$ cat config.mk
export PLATFORM = sky130hd
export DESIGN_NAME = reg_file_sb_flat
export DESIGN_NICKNAME = d
export VERILOG_FILES = /design/src/rtl/reg_file_sb_if.sv /design/src/rtl/reg_file_sb.sv /design/src/flat_wrapper.sv
export SDC_FILE = /design/constraint.sdc
export NUM_CORES = 1
export LEC_CHECK = 0
export CAP_MARGIN = 20
export CELL_PAD_IN_SITES_DETAIL_PLACEMENT = 0
export CELL_PAD_IN_SITES_GLOBAL_PLACEMENT = 1
export CORE_ASPECT_RATIO = 0.6
export CORE_MARGIN = 3
export CORE_UTILIZATION = 40
export DETAILED_ROUTE_END_ITERATION = 12
export GPL_ROUTABILITY_DRIVEN = 0
export PLACE_DENSITY = 0.63
export SYNTH_ARGS = -nofsm -noshare
export SYNTH_HDL_FRONTEND = slang
export SYNTH_SLANG_ARGS = --single-unit
$ cat constraint.sdc
create_clock -name clock -period 4.7 [get_ports clock]
set_clock_uncertainty 0.15 [all_clocks]
set_input_delay 1.175 -clock clock [delete_from_list [all_inputs] [get_ports clock]]
set_output_delay 1.175 -clock clock [all_outputs]
set_load 0.03 [all_outputs]
$ cat src/rtl/reg_file_sb_if.sv
// Register-file bus: decode/writeback side (master) to register file (slave).
interface reg_file_sb_if #(
  parameter int unsigned REG_DATA_WIDTH = 32,
  parameter int unsigned REG_SEL_BITS   = 5,
  parameter int unsigned NUM_READ_PORTS = 2
);

  // Sweep control
  logic                                     init_req;
  logic                                     ready;

  // Write / writeback port
  logic                                     wEn;
  logic [REG_SEL_BITS-1:0]                  write_sel;
  logic [REG_DATA_WIDTH-1:0]                write_data;

  // Packed read ports
  logic [NUM_READ_PORTS*REG_SEL_BITS-1:0]   read_sel;
  logic [NUM_READ_PORTS*REG_DATA_WIDTH-1:0] read_data;
  logic [NUM_READ_PORTS-1:0]                read_busy;

  // Destination reservation
  logic                                     rsv_en;
  logic [REG_SEL_BITS-1:0]                  rsv_sel;

  modport master (
    output init_req, wEn, write_sel, write_data, read_sel, rsv_en, rsv_sel,
    input  ready, read_data, read_busy
  );

  modport slave (
    input  init_req, wEn, write_sel, write_data, read_sel, rsv_en, rsv_sel,
    output ready, read_data, read_busy
  );

endinterface

$ cat src/rtl/reg_file_sb.sv
// Multi-read-port integer register file with write bypass, busy scoreboard
// and a self-clearing sweep after reset or on request.
module reg_file_sb #(
  parameter int unsigned REG_DATA_WIDTH = 32,
  parameter int unsigned REG_SEL_BITS   = 5,
  parameter int unsigned NUM_READ_PORTS = 2,
  parameter bit          BYPASS         = 1'b1
) (
  input  logic         clock,
  input  logic         reset,
  reg_file_sb_if.slave bus
);

  localparam int unsigned DW    = REG_DATA_WIDTH;
  localparam int unsigned SB    = REG_SEL_BITS;
  localparam int unsigned NP    = NUM_READ_PORTS;
  localparam int unsigned DEPTH = 32'd1 << REG_SEL_BITS;
  localparam logic [SB-1:0] LAST_IDX = SB'(DEPTH - 1);

  typedef enum logic {
    ST_CLEAR = 1'b0,
    ST_RUN   = 1'b1
  } state_e;

  state_e         state_q, state_d;
  logic [SB-1:0]  idx_q, idx_d;
  logic [DEPTH-1:0] busy_q, busy_d;
  logic [DW-1:0]  mem_q [DEPTH];

  // Decoded per-cycle actions
  logic sweep_c;
  logic run_c;
  logic init_acc_c;
  logic wr_acc_c;
  logic rsv_acc_c;

  // State, sweep index and scoreboard registers
  always_ff @(posedge clock or negedge reset) begin
    if (!reset) begin
      state_q <= ST_CLEAR;
      idx_q   <= '0;
      busy_q  <= '0;
    end else begin
      state_q <= state_d;
      idx_q   <= idx_d;
      busy_q  <= busy_d;
    end
  end

  // Next state: sweep every index once, then run until a clear is requested
  always_comb begin
    state_d = state_q;
    idx_d   = idx_q;
    case (state_q)
      ST_CLEAR: begin
        idx_d = idx_q + SB'(1);
        if (idx_q == LAST_IDX) begin
          state_d = ST_RUN;
          idx_d   = '0;
        end
      end
      ST_RUN: begin
        if (bus.init_req) begin
          state_d = ST_CLEAR;
          idx_d   = '0;
        end
      end
      default: begin
        state_d = ST_CLEAR;
        idx_d   = '0;
      end
    endcase
  end

  // FSM outputs: which operations are honoured this cycle
  always_comb begin
    sweep_c    = 1'b0;
    run_c      = 1'b0;
    init_acc_c = 1'b0;
    wr_acc_c   = 1'b0;
    rsv_acc_c  = 1'b0;
    bus.ready  = 1'b0;
    case (state_q)
      ST_CLEAR: begin
        sweep_c = 1'b1;
      end
      ST_RUN: begin
        run_c      = 1'b1;
        bus.ready  = 1'b1;
        init_acc_c = bus.init_req;
        // A clear request on this edge drops any write/reserve with it
        wr_acc_c   = bus.wEn && (bus.write_sel != '0) && !bus.init_req;
        rsv_acc_c  = bus.rsv_en && (bus.rsv_sel != '0) && !bus.init_req;
      end
      default: begin
        sweep_c = 1'b0;
      end
    endcase
  end

  // Scoreboard: writeback releases, reservation sets; a same-cycle reserve wins
  always_comb begin
    busy_d = busy_q;
    if (init_acc_c) begin
      busy_d = '0;
    end else begin
      if (wr_acc_c) begin
        busy_d[bus.write_sel] = 1'b0;
      end
      if (rsv_acc_c) begin
        busy_d[bus.rsv_sel] = 1'b1;
      end
    end
    busy_d[0] = 1'b0;
  end

  // Storage array: sweep zeroes one entry per cycle, otherwise normal writes
  always_ff @(posedge clock) begin
    if (sweep_c) begin
      mem_q[idx_q] <= '0;
    end else if (wr_acc_c) begin
      mem_q[bus.write_sel] <= bus.write_data;
    end
  end

  // Combinational read ports with optional same-cycle forwarding
  always_comb begin
    logic [SB-1:0] sel;
    logic          hit;
    sel           = '0;
    hit           = 1'b0;
    bus.read_data = '0;
    bus.read_busy = '0;
    for (int i = 0; i < int'(NP); i++) begin
      sel = bus.read_sel[i*SB +: SB];
      hit = BYPASS && bus.wEn && (bus.write_sel == sel);
      if (run_c && (sel != '0)) begin
        if (hit) begin
          bus.read_data[i*DW +: DW] = bus.write_data;
        end else begin
          bus.read_data[i*DW +: DW] = mem_q[sel];
        end
        // A forwarded value is final, so it is never reported busy
        bus.read_busy[i] = busy_q[sel] && !hit;
      end
    end
  end

endmodule

$ cat src/flat_wrapper.sv
// flat-port wrapper written by rule: the top's interface ports become plain ports
module reg_file_sb_flat 
#(
  parameter int unsigned REG_DATA_WIDTH = 32,
  parameter int unsigned REG_SEL_BITS   = 5,
  parameter int unsigned NUM_READ_PORTS = 2,
  parameter bit          BYPASS         = 1'b1
)
  (clock, reset, bus_init_req, bus_wEn, bus_write_sel, bus_write_data, bus_read_sel, bus_rsv_en, bus_rsv_sel, bus_ready, bus_read_data, bus_read_busy);
  reg_file_sb_if #(.REG_DATA_WIDTH(REG_DATA_WIDTH), .REG_SEL_BITS(REG_SEL_BITS), .NUM_READ_PORTS(NUM_READ_PORTS)) bus_i ();
  input  logic clock;
  input  logic reset;
  input wire logic [$bits(bus_i.init_req)-1:0] bus_init_req;
  input wire logic [$bits(bus_i.wEn)-1:0] bus_wEn;
  input wire logic [$bits(bus_i.write_sel)-1:0] bus_write_sel;
  input wire logic [$bits(bus_i.write_data)-1:0] bus_write_data;
  input wire logic [$bits(bus_i.read_sel)-1:0] bus_read_sel;
  input wire logic [$bits(bus_i.rsv_en)-1:0] bus_rsv_en;
  input wire logic [$bits(bus_i.rsv_sel)-1:0] bus_rsv_sel;
  output wire logic [$bits(bus_i.ready)-1:0] bus_ready;
  output wire logic [$bits(bus_i.read_data)-1:0] bus_read_data;
  output wire logic [$bits(bus_i.read_busy)-1:0] bus_read_busy;
  assign bus_i.init_req = bus_init_req;
  assign bus_i.wEn = bus_wEn;
  assign bus_i.write_sel = bus_write_sel;
  assign bus_i.write_data = bus_write_data;
  assign bus_i.read_sel = bus_read_sel;
  assign bus_i.rsv_en = bus_rsv_en;
  assign bus_i.rsv_sel = bus_rsv_sel;
  assign bus_ready = bus_i.ready;
  assign bus_read_data = bus_i.read_data;
  assign bus_read_busy = bus_i.read_busy;
  reg_file_sb #(.REG_DATA_WIDTH(REG_DATA_WIDTH), .REG_SEL_BITS(REG_SEL_BITS), .NUM_READ_PORTS(NUM_READ_PORTS), .BYPASS(BYPASS)) u_core (.clock(clock), .reset(reset), .bus(bus_i));
endmodule
==> PnR_summary.wiki, run 1 <==
{| class="wikitable"
! Metric !! Value
|-
| Clock buffer depth || 3
|-
| Drt pass-1 iters || 6
|-
| Site row count || 100
|-
| Cell count of the worst hold path || 2
|-
| Most used cells in the layout excluding fill and tap cells || sky130_fd_sc_hd__edfxtp_1 (1024), sky130_fd_sc_hd__mux2i_1 (371), sky130_fd_sc_hd__mux4_2 (351)
|-
| Power density over the cells || 416 nW/um^2
|-
| Largest voltage drop on the vdd net || 0.318 mV
|-
| Die Area || 132000 um^2
|-
| Number of buffers inserted by hold repair at cts || 0
|-
| Latest clock arrival within the worst-skew pair || 0.72 ns
|-
| Post-synthesis net count || about 3000
|-
| Violated checks || setup timing
|-
| Max-cap violation count || 0
|-
| Cell taking the most area after synthesis || sky130_fd_sc_hd__edfxtp_1
|-
| Number of pins with negative max-slew slack in the final report || 0
|-
| Final worst setup slack || -0.00695 ns
|-
| Count of endpoints failing hold in the final timing report || 0
|-
| Layout cells sized above 1 || 31.0%
|-
| Grt total ovfl || 0
|-
| Maximum level of the CTS H-tree || 3
|-
| Root cell of the clock tree || sky130_fd_sc_hd__clkbuf_16
|-
| Leakage || 20.9 nW
|-
| DRC violation count after routing || 0
|-
| Commonest non-fill, non-tap cell in the layout || sky130_fd_sc_hd__edfxtp_1
|-
| WS Path Type || in -> out
|-
| Required @ worst endpoint || 3.38 ns
|-
| Vias || 34500
|-
| Die span in x || 466 um
|-
| Number of warning messages in the yosys log || 0
|-
| Post-synthesis cell area || 50800 um^2
|-
| Total design power || 26.0 mW
|-
| Syn Inst Count || 3000
|-
| CTS clock-pin slew for the worst setup and hold paths || 0.07 ns
|-
| Share of synthesized registers carrying an async set or reset || 3.49%
|-
| Most area-consuming cells after synthesis || sky130_fd_sc_hd__edfxtp_1 (60%), sky130_fd_sc_hd__mux4_2 (16%), sky130_fd_sc_hd__mux2i_1 (7.3%)
|-
| Summed negative setup slack over all endpoints || -0.0115 ns
|-
| Number of routed nets with antenna violations || 0
|-
| Crit end category || primary output
|-
| Clock Sink Count || approximately 1100
|-
| Number of different library cells in the post-synthesis netlist || 63
|-
| Data arrival time of the critical path || 3.38 ns
|-
| Portion of the post-synthesis area used by sequential elements || 62.3%
|-
| Number of DRC markers in iteration 0 || 5225
|-
| Die extent in y || about 280 um
|-
| Synthesis-to-finish area growth || 22.9%
|-
| Worst-Margin Slew || around 1.0 ns
|-
| Routed wire length || 187000 um
|-
| Final number of setup-violating endpoints || 2
|-
| Number of synthesized flops with an enable pin || 1024
|-
| Wirelength per Cell || between 30 and 40 um
|-
| Number of global-route vias before repair || between 30000 and 40000
|-
| Fill cell total of the finished layout || 10200
|-
| Wire length of the first global-routing pass || between 200000 and 300000 um
|-
| Dominant register cell in the synthesized netlist || sky130_fd_sc_hd__edfxtp_1
|-
| Max transition margin || around 30%
|-
| Hold Crit Class || reg -> reg
|-
| Share of the core filled with cells || 49.9%
|-
| Nets || between 3000 and 4000
|-
| Placed Cells || 4952
|-
| Top Ports || 124
|-
| Cell area reported after detailed placement || 58400 um^2
|-
| Total global routing track utilization || 28.0%
|-
| Critical Path Start Type || input port
|-
| Outcome || finished with violations
|-
| Initial Utilization || about two fifths
|-
| Number of buffers inserted during clock tree synthesis || just over 100
|-
| Area fraction of the dominant cell type after synthesis || 60.5%
|-
| Final non-filler cell total || slightly above 5000
|-
| Number of buffer cells added on primary ports || 123
|-
| Core area || 125000 um^2
|-
| TritonCTS clock tree || yes
|-
| Number of antenna violations at the first check in global routing || 6
|-
| Minimum period implied by the final worst setup slack || 4.71 ns
|-
| Mean instance size in the synthesized netlist || 16.9 um^2
|-
| Fmax achieved || 0.212 GHz
|-
| Largest fanout of any net on the critical path || 15
|-
| Unrepaired setup endpoints after global routing || true
|-
| Tcrit/Tclk final || 100%
|-
| Drt via density || 6.66
|-
| Post-detailed-placement half-perimeter wirelength || 116000 um
|-
| #FFs+latches synth || 1061
|-
| Worst Reg2Reg Path Length in Cells || 4
|-
| Final instance area || 62500 um^2
|-
| Maximum number of pins on one net before global-route repair || 45
|}
-- cells in the mapped netlist (5+ instances only) --
| master | count |
|---|---|
| sky130_fd_sc_hd__nor2b_1 | 12 |
| sky130_fd_sc_hd__a31oi_1 | 5 |
| sky130_fd_sc_hd__xnor2_1 | 10 |
| sky130_fd_sc_hd__nor3_1 | 17 |
| sky130_fd_sc_hd__mux2i_1 | 371 |
| sky130_fd_sc_hd__buf_6 | 23 |
| sky130_fd_sc_hd__o21ai_0 | 107 |
| sky130_fd_sc_hd__and2_1 | 41 |
| sky130_fd_sc_hd__dfrtp_1 | 37 |
| sky130_fd_sc_hd__a21o_1 | 12 |
| sky130_fd_sc_hd__clkbuf_1 | 129 |
| sky130_fd_sc_hd__a21oi_1 | 156 |
| sky130_fd_sc_hd__buf_2 | 52 |
| sky130_fd_sc_hd__inv_2 | 5 |
| sky130_fd_sc_hd__mux4_2 | 351 |
| sky130_fd_sc_hd__nor3b_1 | 7 |
| sky130_fd_sc_hd__edfxtp_1 | 1024 |
| sky130_fd_sc_hd__a221oi_1 | 167 |
| sky130_fd_sc_hd__o21bai_1 | 7 |
| sky130_fd_sc_hd__nor2_1 | 56 |
| sky130_fd_sc_hd__or3_1 | 11 |
| sky130_fd_sc_hd__buf_4 | 33 |
| sky130_fd_sc_hd__a211o_1 | 31 |
| sky130_fd_sc_hd__nand2_1 | 84 |
| sky130_fd_sc_hd__o21ai_1 | 25 |
| sky130_fd_sc_hd__o211ai_1 | 13 |
| sky130_fd_sc_hd__a22oi_1 | 81 |
| sky130_fd_sc_hd__a222oi_1 | 10 |
| sky130_fd_sc_hd__nand2b_1 | 19 |
| sky130_fd_sc_hd__buf_1 | 9 |
| sky130_fd_sc_hd__a221o_1 | 32 |
| sky130_fd_sc_hd__nand3_1 | 8 |
-- kinds of logic (layout without fill, tap and decap cells) --
group | count (synthesis) | count (layout) | share of synthesized area (%)
adder cells (fa/ha/maj) | 2 | 2 | 0.0492
buffers and inverters | 256 | 748 | 2.62
other | 0 | 2 | 0
AO/OA/AOI/OAI | 670 | 670 | 9.23
multiplexers | 723 | 723 | 22.9
flip-flops | 1061 | 1061 | 62.3
XOR/XNOR | 12 | 12 | 0.207
AND/OR/NAND/NOR | 276 | 276 | 2.73
-- per-stage QoR --
step / setup WS, ns / hold WS, ns
global placement: -0.394 / 0.396
floorplan: 0.278 / 0.360
finish: -0.00695 / 0.418
detailed placement: -0.425 / 0.402
global route: -0.00450 / 0.454
CTS: 0.000124 / 0.411
-- worst paths after layout --
check                            startpoint                    to  slack (ns)
max in group asynchronous             reset     u_core.busy_q[14]        3.29
hold / removal             u_core.busy_q[5]      u_core.busy_q[5]        0.42
min in group asynchronous             reset     u_core.busy_q[26]        0.74
hold reg to reg            u_core.busy_q[5]      u_core.busy_q[5]        0.42
setup / recovery            bus_read_sel[5]     bus_read_data[42]      -0.007
setup reg to reg             u_core.state_q  u_core.mem_q[28][18]        1.73
-- cell type report --
cell class              count  area (um^2)  area share (%)
flip-flops and latches   1061        31700            50.7
multi-input cells        1683        18300            29.3
repair buffers            552         7030            11.3
clock buffers             130         2700            4.32
well taps                1683         2110            3.37
clock inverters            57          608           0.973
inverters                   9         37.5          0.0601
diodes                      2         5.00         0.00801
-- layer usage --
metal | up-vias | GRT usage (%) | part of all wire, % | wire [um]
met1 | 18200 | 41.8 | 42 | 78300
met3 | 373 | 5.95 | 11 | 21200
li1 | 13600 | - | - | -
met2 | 2309 | 40.9 | 43 | 80900
met4 | 2 | 9.08 | 3.4 | 6280
met5 | - | 0 | 0.0070 | 13
-- report_power, final --
part | internal [mW] | leakage (nW) | switching [mW]
combinational | 2.17 | 10.1 | 3.22
sequential | 11.7 | 9.17 | 0.541
clock | 4.67 | 1.61 | 3.71
total | 18.5 | 20.9 | 7.47
-- worst max-delay path, stage by stage --
cell	delay, ns
sky130_fd_sc_hd__buf_8	0.18
sky130_fd_sc_hd__buf_16	0.24
sky130_fd_sc_hd__buf_12	0.19
sky130_fd_sc_hd__buf_4	0.19
sky130_fd_sc_hd__mux2i_1	0.09
sky130_fd_sc_hd__a221oi_1	0.44
sky130_fd_sc_hd__buf_4	0.18
sky130_fd_sc_hd__o21ai_0	0.09
sky130_fd_sc_hd__a21oi_1	0.23
sky130_fd_sc_hd__a211o_1	0.18
sky130_fd_sc_hd__buf_12	0.13
-- timing repair --
action | CTS | global route
setup endpoints to repair | 62 | 49
pin swaps | 10 | 16
gates cloned | 3 | 4
setup buffers | 12 | 12
gates resized for setup | 35 | 29
-- sequential cells by signal, indices dropped and copies added, names as in the netlist --
name            cells
u_core.mem_q     1024
u_core.busy_q      31
u_core.idx_q        5
u_core.state_q      1
(Power assumes the default switching activity.)
==> run 2: changes to the inputs <==
- CTS_BUF_LIST: unset -> sky130_fd_sc_hd__clkbuf_4
==> run 2 against run 1 <==
Effect of this change: the flow still finishes with violations (setup timing); global-route usage is 0.37 points higher; cell count rose by 5.2%; hold slack worse by 0.16 ns; worst setup slack improved by 0.0062 ns; largest power group unchanged.
==> PnR_summary.wiki, run 2 (same netlist as run 1, synthesis figures left out) <==
{| class="wikitable"
! Metric !! Value
|-
| Outcome || finished with violations
|-
| Violated checks || setup timing
|-
| Largest voltage drop on the vdd net || 0.271 mV (-15%)
|-
| Critical Path Start Type || input port
|-
| Flip-flop count of the largest register, all copies and words added || 1024 (unchanged)
|-
| Combinational share of power || 21.3% (+0.6 points)
|-
| Fmax achieved || 0.213 GHz (+0.13%)
|-
| Nets || 3661 (+5.6%)
|-
| Setup slack on the worst flop-to-flop path || 1.74 ns (about the same)
|-
| Required @ worst endpoint || 3.38 ns (about the same)
|-
| Fill cell total of the finished layout || 10400 (+1.7%)
|-
| Vias || 35600 (+3.4%)
|-
| Proportion of power drawn by the clock network || 30.6% (-1.6 points)
|-
| Wirelength per Cell || 34.7 um (-3.9%)
|-
| Total global routing track utilization || 28.4% (+0.37 points)
|-
| Core area || 125000 um^2 (unchanged)
|-
| Number of antenna violations at the first check in global routing || 4 (-2)
|-
| Maximum number of pins on one net before global-route repair || 45 (unchanged)
|-
| Hold Crit Class || in -> async
|-
| Crit-path max cell delay || 0.45 ns (about the same)
|-
| Leakage || 21.2 nW (+1.8%)
|-
| Slowest cell on crit path || sky130_fd_sc_hd__a221oi_1
|-
| Largest registers in the final layout || u_core.mem_q: 1024 flops, u_core.busy_q: 31 flops, u_core.idx_q: 5 flops
|-
| TritonCTS clock tree || yes
|-
| Die span in x || 466 um (unchanged)
|-
| Number of buffers inserted during clock tree synthesis || 282 (+180%)
|-
| Crit end category || primary output
|-
| Most used cells in the layout excluding fill and tap cells || sky130_fd_sc_hd__edfxtp_1 (1024), sky130_fd_sc_hd__clkbuf_4 (390), sky130_fd_sc_hd__mux2i_1 (371)
|-
| Critical Path, Cell by Cell || buf_8, buf_16, buf_12, buf_4, mux2i_1, a221oi_1, buf_4, o21ai_0, a21oi_1, a211o_1, buf_12
|-
| Max transition margin || 27.4% (-3.0 points)
|-
| Count of endpoints failing hold in the final timing report || 0 (unchanged)
|-
| DRC violation count after routing || 0 (unchanged)
|-
| Die extent in y || 282 um (unchanged)
|-
| Grt total ovfl || 0 (unchanged)
|-
| Multi-input combinational cell area || 18300 um^2 (about the same)
|-
| Unrepaired setup endpoints after global routing || true
|-
| Die Area || 132000 um^2 (unchanged)
|-
| Number of routed nets with antenna violations || 0 (unchanged)
|-
| Synthesis-to-finish area growth || 22.9% (about the same)
|-
| Number of global-route vias before repair || 35800 (+4.4%)
|-
| Number of pins with negative max-slew slack in the final report || 0 (unchanged)
|-
| WS Path Type || in -> out
|-
| Minimum period implied by the final worst setup slack || 4.70 ns (-0.00616 ns)
|-
| Critical register-to-register path startpoint || u_core.state_q
|-
| Placed Cells || 4952 (unchanged)
|-
| Final non-filler cell total || 5444 (+5.2%)
|-
| Commonest non-fill, non-tap cell in the layout || sky130_fd_sc_hd__edfxtp_1
|-
| Sequential power share || 48.1% (+1.1 points)
|-
| Share of the core filled with cells || 50.0% (about the same)
|-
| Total design power || 25.4 mW (-2.2%)
|-
| Final number of setup-violating endpoints || 1 (-1)
|-
| Layout cells sized above 1 || 36.1% (+5.2 points)
|-
| Clock buffer depth || 4 (+1)
|-
| Power density over the cells || 406 nW/um^2 (-2.3%)
|-
| Drt via density || 6.55 (-1.7%)
|-
| Sequential cell area in the final layout || 31700 um^2 (unchanged)
|-
| Initial Utilization || 40.6% (unchanged)
|-
| Top Ports || 124 (unchanged)
|-
| Total internal power || 17.7 mW (-4.2%)
|-
| Summed negative setup slack over all endpoints || -0.000790 ns (+0.0108 ns)
|-
| Site row count || 100 (unchanged)
|-
| CTS clock-pin slew for the worst setup and hold paths || 0.08 ns (about the same)
|-
| Drt pass-1 iters || 8 (+2)
|-
| Root cell of the clock tree || sky130_fd_sc_hd__clkbuf_4
|-
| Number of DRC markers in iteration 0 || 4885 (-6.5%)
|-
| Number of buffer cells added on primary ports || 123 (unchanged)
|-
| Worst-Margin Slew || 1.08 ns (+0.0449 ns)
|-
| Wire length of the first global-routing pass || 264000 um (+1.2%)
|-
| Largest fanout of any net on the critical path || 15 (unchanged)
|-
| Data arrival time of the critical path || 3.38 ns (about the same)
|-
| Tcrit/Tclk final || 100% (-0.13 points)
|-
| Register ranked first by flip-flop count || u_core.mem_q
|-
| Worst R2R End || u_core.mem_q[0][26]
|-
| Worst Reg2Reg Path Length in Cells || 6 (+2)
|-
| Latest clock arrival within the worst-skew pair || 1.17 ns (+0.45 ns)
|-
| Switching power as a share of total power || 30.2% (+1.4 points)
|-
| Max-cap violation count || 0 (unchanged)
|-
| Maximum level of the CTS H-tree || 5 (+2)
|-
| Final worst setup slack || -0.000790 ns (+0.00616 ns)
|-
| P_sw || 7.66 mW (+2.6%)
|-
| Routed wire length || 189000 um (+1.0%)
|-
| Clock Sink Count || 1061 (unchanged)
|-
| Post-detailed-placement half-perimeter wirelength || 116000 um (unchanged)
|}
## run 2: stage by stage
| stage | worst slack [ns] | instance area [um^2] | hold slack, ns |
|---|---|---|---|
| floorplan | 0.278 | 50800 | 0.360 |
| global placement | -0.394 | 58400 | 0.396 |
| detailed placement | -0.425 | 58400 | 0.402 |
| CTS | 0.000285 | 62000 | 0.144 |
| global route | -0.00981 | 62500 | 0.232 |
| finish | -0.000790 | 62500 | 0.260 |
## run 2: worst max-delay path: cells and delay by family
family | cells | cell delay (ns)
compound gates | 4 | 0.95
buf+inv | 6 | 1.11
mux | 1 | 0.09
## run 2: area by class of cell
| cell class | instances | area share, % |
|---|---|---|
| tap | 1683 | 3.37 |
| clock buffer | 390 | 4.68 |
| clock inverter | 49 | 0.384 |
| inverter | 9 | 0.0601 |
| timing repair buffer | 565 | 11.5 |
| multi-input combinational | 1683 | 29.3 |
| antenna | 4 | 0.0160 |
| sequential | 1061 | 50.7 |
## run 2: worst max path at each step
| stage | cells past startpoint | from | end | slack [ns] |
|---|---|---|---|---|
| final | 11 | bus_read_sel[5] | bus_read_data[42] | -0.0008 |
| after global routing | 10 | bus_read_sel[1] | bus_read_data[26] | -0.01 |
| after floorplan | 7 | bus_write_sel[2] | u_core.mem_q[0][0] | 0.28 |
| after CTS | 13 | bus_read_sel[7] | bus_read_data[41] | 0.0003 |
| after detailed placement | 12 | bus_read_sel[7] | bus_read_data[44] | -0.43 |
| after global placement | 12 | bus_read_sel[7] | bus_read_data[53] | -0.39 |
## run 2: routing by layer
metal / up-vias / routed length, um / global-route usage (%)
met5: - / 0 / 0
met4: 0 / 7000 / 11.5
met3: 429 / 23300 / 7.88
met2: 2505 / 80800 / 40.5
met1: 18600 / 77600 / 41.0
li1: 14100 / - / -
## run 2: power groups by stage
| stage | Clock [mW] | Sequential [mW] | Combinational [mW] |
|---|---|---|---|
| after floorplan | 0 | 12.2 | 2.51 |
| after global placement | 0 | 12.3 | 5.19 |
| after detailed placement | 0 | 12.4 | 5.23 |
| after CTS | 7.91 | 12.2 | 5.30 |
| after global routing | 8.43 | 12.3 | 5.56 |
| final | 7.78 | 12.2 | 5.40 |
## run 2: what timing repair did
action	CTS	global route
cloned	2	2
pin swaps	12	18
endpoints found under the setup margin	63	56
hold buffers	0	0
resized for setup	41	28
setup buffers	19	21
